[src/rtl/reset_seq_pkg.sv]
// reset_seq_pkg: FSM state type and counter sizing shared by the reset sequencer.
package reset_seq_pkg;

   typedef enum logic [1:0] {ASSERT_ALL, WAIT_LOCK, RELEASE, RUN} state_e;

   function automatic int cnt_width(input int a, input int b);
      int m;
      m = (a > b) ? a : b;
      return (m > 1) ? $clog2(m) : 1;
   endfunction

endpackage

[src/rtl/sync_2ff.sv]
// sync_2ff: two-flop synchronizer with asynchronous active-high reset to RESET_VAL.
module sync_2ff #(
   parameter int               WIDTH     = 1,
   parameter logic [WIDTH-1:0] RESET_VAL = '0
) (
   input  logic             clk,
   input  logic             rst,
   input  logic [WIDTH-1:0] d,
   output logic [WIDTH-1:0] q
);

   logic [WIDTH-1:0] meta_q;
   logic [WIDTH-1:0] sync_q;

   always_ff @(posedge clk or posedge rst) begin
      if (rst) begin
         meta_q <= RESET_VAL;
         sync_q <= RESET_VAL;
      end else begin
         meta_q <= d;
         sync_q <= meta_q;
      end
   end

   assign q = sync_q;

endmodule

[src/rtl/reset_sequencer.sv]
// reset_sequencer: holds all domains in reset until PLL lock is stable, then releases
// them in order one stage per interval, and records the cause of the last reset.
module reset_sequencer
   import reset_seq_pkg::*;
#(
   parameter int                     NUM_SOURCES   = 4,
   parameter int                     NUM_STAGES    = 3,
   parameter int                     STAGE_DELAY   = 1024,
   parameter int                     STABLE_CYCLES = 256,
   parameter logic [NUM_SOURCES-1:0] PLL_RST_MASK  = '1
) (
   input  logic                   independent_clk,
   input  logic                   rst,
   input  logic                   pll_lock,
   input  logic [NUM_SOURCES-1:0] rst_req,
   output logic                   pll_rst_req,
   output logic [NUM_STAGES-1:0]  stage_rst,
   output logic                   ready,
   output logic [NUM_SOURCES:0]   last_cause
);

   localparam int CW = cnt_width(STAGE_DELAY, STABLE_CYCLES);
   localparam int IW = (NUM_STAGES > 1) ? $clog2(NUM_STAGES) : 1;
   localparam logic [CW-1:0] DELAY_END  = CW'(STAGE_DELAY - 1);
   localparam logic [CW-1:0] STABLE_END = CW'(STABLE_CYCLES - 1);
   localparam logic [IW-1:0] LAST_IDX   = IW'(NUM_STAGES - 1);

   if (STAGE_DELAY < 2) begin : g_bad_delay
      $error("reset_sequencer: STAGE_DELAY must be at least 2");
   end
   if (STABLE_CYCLES < 1) begin : g_bad_stable
      $error("reset_sequencer: STABLE_CYCLES must be at least 1");
   end
   if (NUM_STAGES < 1) begin : g_bad_stages
      $error("reset_sequencer: NUM_STAGES must be at least 1");
   end

   logic [NUM_SOURCES-1:0] req_s;
   logic                   lock_s;
   state_e                 state_q, state_d;
   logic [CW-1:0]          cnt_q, cnt_d;
   logic [IW-1:0]          idx_q, idx_d;
   logic [NUM_STAGES-1:0]  stage_rst_q, stage_rst_d;
   logic                   ready_q, ready_d;
   logic                   pll_rst_req_q, pll_rst_req_d;
   logic [NUM_SOURCES:0]   last_cause_q, last_cause_d;
   logic                   pll_flag_q, pll_flag_d;
   logic                   req_any, lock_lost, abort;

   sync_2ff #(.WIDTH(NUM_SOURCES), .RESET_VAL('0)) u_req_sync (
      .clk(independent_clk), .rst(rst), .d(rst_req), .q(req_s)
   );

   sync_2ff #(.WIDTH(1), .RESET_VAL(1'b0)) u_lock_sync (
      .clk(independent_clk), .rst(rst), .d(pll_lock), .q(lock_s)
   );

   // Lock is only a fault once release has started; WAIT_LOCK just restarts its count.
   always_comb begin
      req_any      = |req_s;
      lock_lost    = !lock_s && (state_q == RELEASE || state_q == RUN);
      abort        = state_q != ASSERT_ALL && (req_any || lock_lost);
      state_d      = state_q;
      cnt_d        = cnt_q;
      idx_d        = idx_q;
      stage_rst_d  = stage_rst_q;
      last_cause_d = last_cause_q;
      pll_flag_d   = pll_flag_q;
      if (abort) begin
         state_d      = ASSERT_ALL;
         cnt_d        = '0;
         stage_rst_d  = '1;
         last_cause_d = {lock_lost, req_s};
         pll_flag_d   = |(req_s & PLL_RST_MASK);
      end else begin
         case (state_q)
            ASSERT_ALL: begin
               stage_rst_d  = '1;
               last_cause_d = last_cause_q | {1'b0, req_s};
               pll_flag_d   = pll_flag_q || (|(req_s & PLL_RST_MASK));
               cnt_d        = req_any ? '0 : cnt_q + 1'b1;
               if (!req_any && cnt_q == DELAY_END) begin
                  state_d    = WAIT_LOCK;
                  cnt_d      = '0;
                  pll_flag_d = 1'b0;
               end
            end
            WAIT_LOCK: begin
               cnt_d = lock_s ? cnt_q + 1'b1 : '0;
               if (lock_s && cnt_q == STABLE_END) begin
                  state_d = RELEASE;
                  cnt_d   = '0;
                  idx_d   = '0;
               end
            end
            RELEASE: begin
               cnt_d = cnt_q + 1'b1;
               if (cnt_q == DELAY_END) begin
                  cnt_d              = '0;
                  stage_rst_d[idx_q] = 1'b0;
                  idx_d              = idx_q + 1'b1;
                  state_d            = (idx_q == LAST_IDX) ? RUN : RELEASE;
               end
            end
            RUN: stage_rst_d = '0;
         endcase
      end
      ready_d       = state_d == RUN;
      pll_rst_req_d = state_d == ASSERT_ALL && pll_flag_d;
   end

   always_ff @(posedge independent_clk or posedge rst) begin
      if (rst) begin
         state_q       <= ASSERT_ALL;
         cnt_q         <= '0;
         idx_q         <= '0;
         stage_rst_q   <= '1;
         ready_q       <= 1'b0;
         pll_rst_req_q <= 1'b0;
         last_cause_q  <= '0;
         pll_flag_q    <= 1'b0;
      end else begin
         state_q       <= state_d;
         cnt_q         <= cnt_d;
         idx_q         <= idx_d;
         stage_rst_q   <= stage_rst_d;
         ready_q       <= ready_d;
         pll_rst_req_q <= pll_rst_req_d;
         last_cause_q  <= last_cause_d;
         pll_flag_q    <= pll_flag_d;
      end
   end

   assign stage_rst   = stage_rst_q;
   assign ready       = ready_q;
   assign pll_rst_req = pll_rst_req_q;
   assign last_cause  = last_cause_q;

endmodule

[config.mk]
export PLATFORM = sky130hd
export DESIGN_NAME = reset_sequencer
export DESIGN_NICKNAME = d
export VERILOG_FILES = /design/src/rtl/reset_seq_pkg.sv /design/src/rtl/sync_2ff.sv /design/src/rtl/reset_sequencer.sv
export SDC_FILE = /design/constraint.sdc
export NUM_CORES = 1
export LEC_CHECK = 0
export CORE_ASPECT_RATIO = 1.1
export CORE_MARGIN = 2
export CORE_UTILIZATION = 60
export DETAILED_ROUTE_END_ITERATION = 10
export PLACE_DENSITY = 0.93
export SLEW_MARGIN = 15
export SYNTH_ARGS = -nofsm -noshare
export SYNTH_HDL_FRONTEND = slang
export SYNTH_HIERARCHICAL = 1
export SYNTH_SLANG_ARGS = --single-unit
[constraint.sdc]
create_clock -name independent_clk -period 4.15 [get_ports independent_clk]
set_input_delay 0.83 -clock independent_clk [delete_from_list [all_inputs] [get_ports independent_clk]]
set_output_delay 0.83 -clock independent_clk [all_outputs]
set_load 0.05 [all_outputs]
==> flow_summary.ini, run 1 <==
[min_path]
min_from = u_lock_sync/meta_q
hp-class = reg -> reg
worstHoldPathCells = 0
worstHoldEndpoint = u_lock_sync/q

[cts]
cts_max_path_buffers = 2
cts_tree = yes
post_cts_buffers = 0
cts-root-buf = clkbuf_4
cts-buffers-inserted = 5
cts_resized = 0
clk_pin_slew_worst_paths_ns = 0.11
htree_levels = 2
cts_hold_buffers = 0
worstSkewPairLatency_ns = 0.34
clock_sinks = 35

[sta]
setup-violations-final = 0
min_period_over_period_pct = 66.5
setup-tns-final_ns = 0
tightest_slew_ns = 0.908
rsz0062_at_grt = false
max_freq_ghz = 0.363
hold_viol = 0
slew_headroom_pct = 39.4
slew_viol_final = 0
fin_skew_ns = 0.0189
post-route-min-period_ns = 2.76

[yosys]
synth_commonest_cells = dfrtp_1, o21ai_0, nand2_1, inv_1, ha_1
synth_largest_area_cell = dfrtp_1
synthArstFlopShare_pct = 100
syn_area_per_cell_um2 = 10.3
ys_seq_elements = 35
synth_edf_count = 0
yosysSeqAreaShare_pct = 51.3
syn-cell-area_mm2 = 0.00172
synthTopCellsByArea = dfrtp_1, ha_1, o21ai_0, dfstp_2, a22o_1
synthFlopType = dfrtp_1
yosysTopAreaCellShare_pct = 46.7
synth_cell_type_count = 36
yosysWarnings = 6
synth_nets = 183
syn_inst = 166
yosysMostFrequentCell = dfrtp_1

[power]
swShare_pct = 21.3
ir_worst_vdd_mv = 0.270
pwr-share-seq_pct = 63.8
switching_power_uw = 117
p_leak_uw = 0.000858
powerDensity_mw_per_mm2 = 280
comb_power_share_pct = 3.1
p_int_uw = 432
pwr-share-clk_pct = 33.1

[cells_and_area]
stdcell_count = 219
areaGrowthSynthToFinish_pct = 14.4
layout.nets = 203
final_layout_size_suffix_gt1_share_pct = 9.14
antennaDiodeCount = 0
fillerInstances = 197

[worst_setup_path]
reg2reg_depth = 8
rr_endpoint = cnt_q[0]
r2r_start = state_q[0]
cp.arrival_ns = 3.03
critical_path_required_ns = 4.42
regToRegSetupSlack_ns = 1.39
crit_type = reg -> reg
startpoint_type = register
endpoint_kind = register
cp_max_fo = 13
crit_path_start = state_q[0]

[grt]
antenna_found_initial = 0
overflow = 0
grt_pass1_vias = 1346
grt_pass1_wl_mm = 5.75
grt_usage_pct = 24.8
grt_max_degree = 26

[floorplan]
start_util_pct = 62.3
coreArea_mm2 = 0.00275
die_x_um = 55.0
io_pins = 17
die_height_um = 60.1
dieArea_mm2 = 0.00330
rows = 20

[flow_run]
cap_violations = 0

[routing]
initialDrtViolationCount = 50
post-route-drc-count = 0
drtPass1Iterations = 4
viasPerCell = 6.00
vias = 1314
drt-total-wl_mm = 3.32
wl_per_cell_um = 15.2
antenna_left = 0

[run_status]
status = complete, no violations

[placement]
dp.cells = 212
dp_hpwl_mm = 2.48
port_buffers = 16
gp_congestion = 0.904
[layout make-up]
class | count | area, um^2 | area share (%)
Timing Repair Buffer | 16 | 160 | 8.16
Clock buffer | 6 | 51.3 | 2.61
Inverter | 11 | 41.3 | 2.10
Sequential cell | 35 | 880 | 44.8
Clock inverter | 1 | 5.00 | 0.255
Tap cell | 33 | 41.3 | 2.10
Multi-Input combinational cell | 117 | 783 | 39.9
[worst max-delay path, cell delays in order, from the launching register on]
cell	delay [ns]
dfrtp_1	0.51
inv_1	0.14
ha_1	0.36
o21bai_1	0.39
nand2_1	0.14
nand2b_1	0.28
o21ai_2	0.18
nor2_1	0.44
mux2_2	0.26
[through the flow]
step | util (%) | area (um^2) | hold slack (ns) | worst slack (ns) | total power [uW]
2_1_floorplan | - | 1720 | 0.331 | 2.08 | 365
3_3_place_gp | 69.2 | 1910 | 0.336 | 1.73 | 373
3_5_place_dp | 69.2 | 1910 | 0.340 | 1.49 | 374
4_1_cts | 71.3 | 1960 | 0.362 | 1.43 | 556
5_1_grt | 71.3 | 1960 | 0.368 | 1.20 | 575
6_report | 71.3 | 1960 | 0.356 | 1.39 | 549
[cell families after synthesis]
group                    synth area share, %
multiplexers                            1.24
buffers and inverters                   3.06
flip-flops                              51.3
AND/OR/NAND/NOR                         19.2
AO/OA/AOI/OAI                           17.9
adder cells (fa/ha/maj)                 7.29
[cell usage in the layout (no fill, tap or decap), drive strengths merged, types with 6 or more instances in the layout]
master / netlist / final
dfrtp: 32 / 32
o21ai: 20 / 20
nand2: 16 / 16
clkdlybuf4s50: 0 / 16
inv: 11 / 11
ha: 10 / 10
nor2: 9 / 9
a22o: 7 / 7
nor2b: 7 / 7
nor3: 6 / 6
a21o: 6 / 6
clkbuf: 3 / 6
[flip-flops by register name (all words and copies together), names as in the netlist]
register            count
cnt_q                  10
idx_q                   2
last_cause              5
pll_flag_q              1
pll_rst_req             1
ready                   1
stage_rst               3
state_q                 2
u_lock_sync/meta_q      1
u_lock_sync/q           1
u_req_sync/meta_q       4
u_req_sync/q            4
[worst max path at each step]
stage | end | slack [ns] | cells past startpoint
floorplan | pll_rst_req | 2.08 | 7
global route | cnt_q[5] | 1.20 | 8
finish | cnt_q[0] | 1.39 | 8
detailed placement | cnt_q[0] | 1.49 | 8
CTS | cnt_q[0] | 1.43 | 8
global placement | cnt_q[0] | 1.73 | 8
[power groups by stage]
stage	sequential (uW)	combinational [uW]	clock [uW]
after floorplan	356	9.17	0
after detailed placement	357	17.8	0
final	350	17.1	182
after global routing	351	19.8	205
after CTS	350	17.9	188
after global placement	356	17.0	0
[layer usage]
metal / vias to the layer above / routed length [um] / global-route usage (%)
met5: - / 0 / 0
met4: 0 / 93 / 10.1
met3: 11 / 164 / 7.75
met2: 42 / 1720 / 43.5
met1: 632 / 1340 / 27.2
li1: 629 / - / -
Power figures use the tool's default switching activity.
==> inputs of run 2 (changes only) <==
Settings changed: CORE_UTILIZATION 60 to 50, PLACE_DENSITY 0.93 to 0.84.
Clock period 4.15 ns to 2.43 ns, I/O delays scaled along.
==> flow_summary.ini, run 2 (synthesis results as in run 1) <==
[run_status]
status = complete, no violations

[sta]
max_freq_ghz = 0.445
rsz0062_at_grt = false
setup-tns-final_ns = 0
hold_viol = 0
min_period_over_period_pct = 92.5
slew_viol_final = 0
fin_skew_ns = 0.0194
setup-violations-final = 0
tightest_slew_ns = 0.533
post-route-min-period_ns = 2.25
setup_ws_ns = 0.183
slew_headroom_pct = 64.2

[placement]
dpl-instance-area_mm2 = 0.00196
gp_congestion = 0.953
dp_hpwl_mm = 2.64
pre_cts_slack_ns = 0.181
port_buffers = 16

[worst_setup_path]
startpoint_type = register
cp_max_fo = 7
critical_path_required_ns = 2.66
cp.arrival_ns = 2.47
crit_type = reg -> reg
endpoint_kind = register

[grt]
grt_pass1_vias = 1339
antenna_found_initial = 0
grt_pass1_wl_mm = 5.90
overflow = 0
grt_max_degree = 14
grt_usage_pct = 20.5

[cells_and_area]
largest_register_ffs = 10
multiInputGateArea_um2 = 786
final_layout_size_suffix_gt1_share_pct = 12.9
regArea_um2 = 880
final_area_mm2 = 0.00203
areaGrowthSynthToFinish_pct = 18.5
fillerInstances = 277
top_register = cnt_q
layout_commonest_cell = dfrtp_1
antennaDiodeCount = 0
layout_common_cells = dfrtp_1, o21ai_0, nand2_1, clkdlybuf4s50_1, inv_1
layout.nets = 210

[routing]
wl_per_cell_um = 15.1
post-route-drc-count = 0
initialDrtViolationCount = 39
antenna_left = 0
drt-total-wl_mm = 3.47
viasPerCell = 5.83
vias = 1342
drtPass1Iterations = 4

[cts]
worstSkewPairLatency_ns = 0.34
cts-buffers-inserted = 5
clock_sinks = 35
htree_levels = 2
clk_pin_slew_worst_paths_ns = 0.12
post_cts_buffers = 0
cts_max_path_buffers = 2
cts_tree = yes
cts-root-buf = clkbuf_4

[floorplan]
rows = 22
coreArea_mm2 = 0.00330
dieArea_mm2 = 0.00392
die_height_um = 65.4
die_x_um = 59.8
start_util_pct = 51.9
io_pins = 17

[flow_run]
cap_violations = 0

[power]
powerDensity_mw_per_mm2 = 485
p_leak_uw = 0.000897
ir_worst_vdd_mv = 0.376

[min_path]
hp-class = in -> async
[run 2: final timing paths]
path | slack [ns] | cells past startpoint | start | end
hold reg to reg | 0.36 | 0 | u_req_sync/meta_q[0] | u_req_sync/q[0]
max in group asynchronous | 1.32 | 3 | rst | cnt_q[3]
min in group independent_clk | 0.36 | 0 | u_req_sync/meta_q[0] | u_req_sync/q[0]
setup reg to reg | 0.18 | 9 | state_q[0] | cnt_q[8]
setup / recovery | 0.18 | 9 | state_q[0] | cnt_q[8]
hold / removal | 0.35 | 2 | rst | u_lock_sync/meta_q
[run 2: report_power, final]
group | leakage, uW | internal (uW) | switching, uW
clock network | 0.0000386 | 170 | 187
logic | 0.000434 | 13.8 | 17.9
registers | 0.000424 | 591 | 6.43
total | 0.000897 | 775 | 211
[run 2: metal layers]
metal	wire length (um)	part of all wire (%)	GRT usage (%)
met1	1430	41	24.5
met5	0	0	0
met2	1870	54	34.6
met3	119	3.4	5.31
met4	56	1.6	8.06
[run 2: layout make-up]
type | instances | area share (%)
clock buffers | 8 | 3.38
inverters | 11 | 2.03
multi-input cells | 117 | 38.6
flip-flops and latches | 35 | 43.3
well taps | 36 | 2.22
repair buffers | 23 | 10.5
[run 2: through the flow]
stage | utilization [%] | power (uW) | hold WS (ns) | instances
finish | 61.6 | 986 | 0.353 | 230
detailed placement | 59.4 | 642 | 0.338 | 222
CTS | 61.5 | 995 | 0.346 | 230
global route | 61.6 | 1020 | 0.351 | 230
floorplan | - | 623 | 0.227 | 166
global placement | 59.4 | 640 | 0.337 | 222
[run 2: repair_timing]
item                                    in CTS  in global routing
endpoints found under the setup margin       0                  3
hold endpoints to repair                     0                  0
resized for setup                            0                  1
hold buffers                                 0                  0
[run 2: worst max-delay path, stage by stage, from the launching register on]
cell and delay (ns):
dfrtp_1 0.49, inv_1 0.12, ha_1 0.22, o21bai_1 0.32, a31oi_1 0.19, nor3_1 0.29
buf_4 0.19, or3_1 0.10, a21oi_1 0.06, a21o_1 0.15
==> inputs of run 3 (changes only) <==
Settings changed: SLEW_MARGIN 15 to 20, TNS_END_PERCENT set to 30.
==> results of run 3 <==
Same layout as run 2: the final DEF is identical, and so are final timing and power.
